===== src/rtl/event_readout_if.sv =====
// Output word stream of event_readout: one W_OUT-bit word with a valid/ready handshake.
`timescale 1ns/1ps

// A word transfers on every clock edge where data_valid && data_ready. Once data_valid
// is raised, data_out and data_valid hold until that transfer happens.
interface event_readout_if #(
   parameter int W_OUT = 32
);
   logic [W_OUT-1:0] data_out;
   logic             data_valid;
   logic             data_ready;

   modport master (output data_out, output data_valid, input data_ready);
   modport slave  (input data_out, input data_valid, output data_ready);
endinterface


===== src/rtl/event_readout.sv =====
// Streams a snapshotted N_CH x N_SAMP event as header + payload (+ XOR trailer when
// EVENT_READOUT_TRAILER_EN is defined) words, then pulses event_saved for one cycle.
`timescale 1ns/1ps

module event_readout #(
   parameter int N_CH   = 16,
   parameter int N_SAMP = 64,
   parameter int W_OUT  = 32
) (
   input  logic                         clk_500,
   input  logic                         rst,
   input  logic                         evento_valid,
   input  logic [N_CH-1:0][N_SAMP-1:0]  evento,
   event_readout_if.master              out_if,
   output logic                         event_saved,
   output logic                         busy,
   output logic [15:0]                  event_count,
   output logic                         dropped,
   output logic [2:0]                   state_dbg
);
   localparam int WPC = N_SAMP / W_OUT;
   localparam int NW  = N_CH * WPC;
   localparam int KW  = (NW > 1) ? $clog2(NW) : 1;
   localparam int TOT = N_CH * N_SAMP;

`ifdef EVENT_READOUT_TRAILER_EN
   typedef enum logic [2:0] {
      S_IDLE    = 3'd0,
      S_HEADER  = 3'd1,
      S_PAYLOAD = 3'd2,
      S_DONE    = 3'd3,
      S_TRAILER = 3'd4
   } state_t;
`else
   typedef enum logic [2:0] {
      S_IDLE    = 3'd0,
      S_HEADER  = 3'd1,
      S_PAYLOAD = 3'd2,
      S_DONE    = 3'd3
   } state_t;
`endif

   state_t           state_q, state_d;
   logic [KW-1:0]    k_q, k_d;
   logic [TOT-1:0]   snap_q, snap_d;
   logic [W_OUT-1:0] data_q, data_d;
   logic             valid_q, valid_d;
   logic [15:0]      count_q, count_d;
   logic             dropped_q, dropped_d;
`ifdef EVENT_READOUT_TRAILER_EN
   logic [W_OUT-1:0] acc_q, acc_d;
`endif

   logic             hs;
   logic [KW-1:0]    k_sel;
   logic [W_OUT-1:0] word_sel;

   assign hs = valid_q && out_if.data_ready;

   // Word k of the flattened snapshot is channel k/WPC, slice k%WPC.
   assign k_sel = (state_q == S_HEADER) ? '0 : k_q + KW'(1);

   always_comb begin
      word_sel = '0;
      for (int i = 0; i < NW; i++) begin
         if (k_sel == KW'(i)) word_sel = snap_q[i*W_OUT +: W_OUT];
      end
   end

   always_comb begin
      state_d   = state_q;
      k_d       = k_q;
      snap_d    = snap_q;
      data_d    = data_q;
      valid_d   = valid_q;
      count_d   = count_q;
      dropped_d = dropped_q;
`ifdef EVENT_READOUT_TRAILER_EN
      acc_d     = acc_q;
`endif

      if (evento_valid && state_q != S_IDLE) dropped_d = 1'b1;

      case (state_q)
         S_IDLE: begin
            if (evento_valid) begin
               snap_d  = evento;
               data_d  = W_OUT'({16'hA5E7, count_q});
               valid_d = 1'b1;
               k_d     = '0;
`ifdef EVENT_READOUT_TRAILER_EN
               acc_d   = '0;
`endif
               state_d = S_HEADER;
            end
         end
         S_HEADER: begin
            if (hs) begin
               data_d  = word_sel;
               k_d     = '0;
               state_d = S_PAYLOAD;
            end
         end
         S_PAYLOAD: begin
            if (hs) begin
`ifdef EVENT_READOUT_TRAILER_EN
               acc_d = acc_q ^ data_q;
`endif
               if (k_q == KW'(NW - 1)) begin
`ifdef EVENT_READOUT_TRAILER_EN
                  data_d  = acc_q ^ data_q;
                  state_d = S_TRAILER;
`else
                  data_d  = '0;
                  valid_d = 1'b0;
                  state_d = S_DONE;
`endif
               end else begin
                  k_d    = k_q + KW'(1);
                  data_d = word_sel;
               end
            end
         end
`ifdef EVENT_READOUT_TRAILER_EN
         S_TRAILER: begin
            if (hs) begin
               data_d  = '0;
               valid_d = 1'b0;
               state_d = S_DONE;
            end
         end
`endif
         S_DONE: begin
            count_d = count_q + 16'd1;
            k_d     = '0;
            state_d = S_IDLE;
         end
         default: state_d = S_IDLE;
      endcase
   end

   always_ff @(posedge clk_500) begin
      if (rst) begin
         state_q   <= S_IDLE;
         k_q       <= '0;
         snap_q    <= '0;
         data_q    <= '0;
         valid_q   <= 1'b0;
         count_q   <= '0;
         dropped_q <= 1'b0;
`ifdef EVENT_READOUT_TRAILER_EN
         acc_q     <= '0;
`endif
      end else begin
         state_q   <= state_d;
         k_q       <= k_d;
         snap_q    <= snap_d;
         data_q    <= data_d;
         valid_q   <= valid_d;
         count_q   <= count_d;
         dropped_q <= dropped_d;
`ifdef EVENT_READOUT_TRAILER_EN
         acc_q     <= acc_d;
`endif
      end
   end

   assign out_if.data_out   = data_q;
   assign out_if.data_valid = valid_q;
   assign event_saved       = (state_q == S_DONE);
   assign busy              = (state_q != S_IDLE);
   assign event_count       = count_q;
   assign dropped           = dropped_q;
   assign state_dbg         = state_q;
endmodule


===== src/flat_wrapper.sv =====
// flat-port wrapper written by rule: the top's interface ports become plain ports
module event_readout_flat 
#(
   parameter int N_CH   = 16,
   parameter int N_SAMP = 64,
   parameter int W_OUT  = 32
)
  (clk_500, rst, evento_valid, evento, event_saved, busy, event_count, dropped, state_dbg, out_if_data_out, out_if_data_valid, out_if_data_ready);
  event_readout_if #(.W_OUT(W_OUT)) out_if_i ();
  input  logic clk_500;
  input  logic rst;
  input  logic evento_valid;
  input  logic [N_CH-1:0][N_SAMP-1:0] evento;
  output logic event_saved;
  output logic busy;
  output logic [15:0] event_count;
  output logic dropped;
  output logic [2:0] state_dbg;
  output wire logic [$bits(out_if_i.data_out)-1:0] out_if_data_out;
  output wire logic [$bits(out_if_i.data_valid)-1:0] out_if_data_valid;
  input wire logic [$bits(out_if_i.data_ready)-1:0] out_if_data_ready;
  assign out_if_data_out = out_if_i.data_out;
  assign out_if_data_valid = out_if_i.data_valid;
  assign out_if_i.data_ready = out_if_data_ready;
  event_readout #(.N_CH(N_CH), .N_SAMP(N_SAMP), .W_OUT(W_OUT)) u_core (.clk_500(clk_500), .rst(rst), .evento_valid(evento_valid), .evento(evento), .out_if(out_if_i), .event_saved(event_saved), .busy(busy), .event_count(event_count), .dropped(dropped), .state_dbg(state_dbg));
endmodule

===== config.mk =====
export PLATFORM = sky130hd
export DESIGN_NAME = event_readout_flat
export DESIGN_NICKNAME = d
export VERILOG_FILES = /design/src/rtl/event_readout_if.sv /design/src/rtl/event_readout.sv /design/src/flat_wrapper.sv
export SDC_FILE = /design/constraint.sdc
export NUM_CORES = 2
export LEC_CHECK = 0
export BUFFER_PORTS_ARGS = -buffer_cell sky130_fd_sc_hd__buf_2
export CORE_AREA = 2 2 416 418
export CTS_BUF_LIST = sky130_fd_sc_hd__clkbuf_16
export DETAILED_ROUTE_END_ITERATION = 7
export DIE_AREA = 0 0 418 420
export PLACE_DENSITY_LB_ADDON = 0.08
export SYNTH_ARGS = -nofsm -noshare
export SYNTH_HDL_FRONTEND = slang
export SYNTH_SLANG_ARGS = --single-unit

===== constraint.sdc =====
create_clock -name clk_500 -period 4.94 [get_ports clk_500]
set_input_delay 0.988 -clock clk_500 [delete_from_list [all_inputs] [get_ports clk_500]]
set_output_delay 0.988 -clock clk_500 [all_outputs]
set_load 0.05 [all_outputs]

==> impl_metrics.json <==
{
  "drv_cap": 1,
  "worstPathRequired_ns": 5.56,
  "synth_area_leaders": "dfxtp_1 47%, nand2_1 18%, a21oi_1 12%",
  "drt_wl_total_um": 324000,
  "clkTransAtPathRegs_ns": 0.06,
  "slowest_stage": "a222oi_1",
  "yosysSeqAreaShare": 0.472,
  "gp_congestion": 1.04,
  "grt_pass1_wl_um": 424000,
  "tightest_slew_ns": 1.44,
  "crit_type": "reg -> reg",
  "fin_crit_ns": 4.90,
  "fin_nets": 8069,
  "cp.arrival_ns": 5.52,
  "ys_ff_latch": 1081,
  "fin_area_mm2": 0.0587,
  "vdd_drop_max_v": 0.000290,
  "ys_warn_count": 0,
  "drc": 0,
  "final_common_cell": "nand2_1",
  "cts_inserted_buffers": 134,
  "dpl-instance-area_mm2": 0.0544,
  "swShare": 0.414,
  "grt_pass1_vias": 49200,
  "drt_iter0_markers": 6966,
  "ys_async_sr_fraction": 0,
  "syn_to_final_growth_pct": 28.2,
  "violations": "capacitance limit",
  "p_int_w": 0.0181,
  "switchingPower_w": 0.0128,
  "crit_fanout": 32,
  "avgSynthCellArea_um2": 7.51,
  "first_pass_iters": 8,
  "status": "complete, but fails checks",
  "finalHoldViolCount": 0,
  "clock_skew_ns": 0.0318,
  "ys.flop_type": "dfxtp_1",
  "die_area_mm2": 0.176,
  "yosysUniqueCellTypes": 95,
  "post_cts_resized": 0,
  "hp-class": "in -> reg",
  "design.portCount": 1083,
  "antenna_found_initial": 136,
  "io_buffers": 1081,
  "regArea_mm2": 0.0216,
  "period_share": 0.992,
  "core_area_mm2": 0.171,
  "fin_tns_setup_ns": 0,
  "grt_max_degree": 199,
  "ctsHoldBuffers": 0,
  "cts.sinks": 1081,
  "finalSetupViolCount": 0,
  "placed_cells": 9130,
  "power_frac_seq": 0.396,
  "gr-usage-all-layers": 0.353,
  "num_vias": 52800,
  "multi_input_area_mm2": 0.0225,
  "drive_gt1_frac": 0.220,
  "overflow": 0,
  "drv_slew": 0,
  "wl_per_cell_um": 34.3,
  "crit_path_end_kind": "register",
  "initial_core_util": 0.268,
  "timing.fmax_mhz": 204,
  "pwr-share-comb": 0.294,
  "synthCells": 6100,
  "fillCellCount": 18700,
  "slew_headroom": 0.0180,
  "postCtsSetupBuffers": 0,
  "whs_ns": 0.425,
  "dpl.hpwl_um": 259000,
  "htreeDepth": 4,
  "clock_power_share": 0.310,
  "num_rows": 152,
  "cp_cell_sequence": "ha_4 > nor2_1 > nand3_1 > a21oi_4 > buf_4 > a222oi_1 > nand4_1 > o22ai_1 > a211oi_1",
  "clockBufferDepth": 3,
  "via_per_inst": 5.60,
  "die_w_um": 418,
  "worstSetupStartpointType": "register",
  "worstSkewPairLatency_ns": 0.80,
  "p_leak_nw": 23.3,
  "die_h_um": 420,
  "final_cells": 9441,
  "rsz0062_at_grt": "no",
  "synth_area_leader_cell": "dfxtp_1",
  "synthesis.area_mm2": 0.0458,
  "cts_tree": "built",
  "crit_path_max_incr_delay_ns": 1.07,
  "synth_nets": 7136,
  "synth-edff-count": 0,
  "ant_nets": 0,
  "p_per_area_mw_per_mm2": 527,
  "cts_root_buf": "clkbuf_16",
  "final_cell_mix": "2214 x nand2_1, 1138 x a21oi_1, 1080 x buf_2, 1080 x dfxtp_1, 189 x buf_4",
  "synth_top_area_frac": 0.472
}
-- Yosys cell counts (all sizes together) (16+ instances only) --
cell / number
a2111oi: 17
a211oi: 23
a21oi: 1153
a221o: 24
a221oi: 80
a222oi: 42
a22o: 40
a22oi: 132
a31oi: 24
and3: 23
buf: 125
clkbuf: 378
dfxtp: 1081
nand2: 2215
nand3: 53
nand4: 20
nor2: 147
nor3: 48
nor4: 16
o211ai: 22
o21a: 17
o21ai: 146
o221ai: 22
o22ai: 31
-- power by group through the flow --
stage / Clock (W) / Combinational [W] / Sequential (W)
floorplan: 0 / 0.00474 / 0.0114
global placement: 0 / 0.00889 / 0.0123
detailed placement: 0 / 0.00893 / 0.0123
CTS: 0.00967 / 0.00895 / 0.0121
global route: 0.0101 / 0.00961 / 0.0122
finish: 0.00960 / 0.00910 / 0.0123
-- layer usage --
metal / vias up / GRT usage / routed length, um
met5: - / 0 / 218
met4: 34 / 0.202 / 18700
met3: 651 / 0.0792 / 27800
met2: 2894 / 0.540 / 144000
met1: 26300 / 0.456 / 134000
li1: 23000 / - / -
-- path summary, 6_finish.rpt --
kind | slack [ns] | endpoint | startpoint | cells past startpoint
setup / recovery | 0.04 | u_core.out_if.data_out[14] | u_core.state_dbg[0] | 9
hold / removal | 0.43 | u_core.snap_q[200] | evento[200] | 3
setup reg to reg | 0.04 | u_core.out_if.data_out[14] | u_core.state_dbg[0] | 9
hold reg to reg | 0.45 | u_core.snap_q[291] | u_core.snap_q[291] | 2
-- registers in the layout, summed over array words and instances, names as in the netlist --
signal                    cells
u_core.snap_q              1024
u_core.out_if.data_out       32
u_core.event_count           16
u_core.k_q                    5
u_core.state_dbg              2
u_core.dropped                1
u_core.out_if.data_valid      1
-- through the flow --
step,util,setup WS (ns),total power [W]
CTS,0.342,0.250,0.0307
finish,0.343,0.0398,0.0310
global placement,0.318,-0.0330,0.0212
floorplan,-,1.60,0.0161
global route,0.343,0.0488,0.0319
detailed placement,0.318,0.265,0.0212
-- worst max-delay path, delay by kind of cell, from the launching register on --
family,cells,cell delay [ns]
compound gates,4,1.90
simple gates,3,1.40
fa+ha+maj,1,0.64
flops,1,0.47
buf+inv,1,0.27
-- layout make-up --
| cell class | count | share of cell area |
|---|---|---|
| inverter | 9 | 0.000575 |
| sequential | 1081 | 0.369 |
| multi-input combinational | 4507 | 0.383 |
| timing repair buffer | 1300 | 0.127 |
| tap | 2233 | 0.0476 |
| antenna | 70 | 0.00298 |
| clock inverter | 105 | 0.0130 |
| clock buffer | 136 | 0.0580 |
-- cell families (layout without fill, tap and decap cells) --
| logic type | Yosys count | in the layout | share of synthesized area |
|---|---|---|---|
| AO/OA/AOI/OAI | 1870 | 1870 | 0.247 |
| XOR/XNOR | 14 | 14 | 0.00268 |
| adder cells (fa/ha/maj) | 8 | 8 | 0.00218 |
| buffers and inverters | 512 | 1550 | 0.0449 |
| flip-flops | 1081 | 1081 | 0.472 |
| multiplexers | 16 | 16 | 0.00382 |
| other | 1 | 71 | 0.0000818 |
| AND/OR/NAND/NOR | 2598 | 2598 | 0.227 |
(Power assumes the default switching activity.)
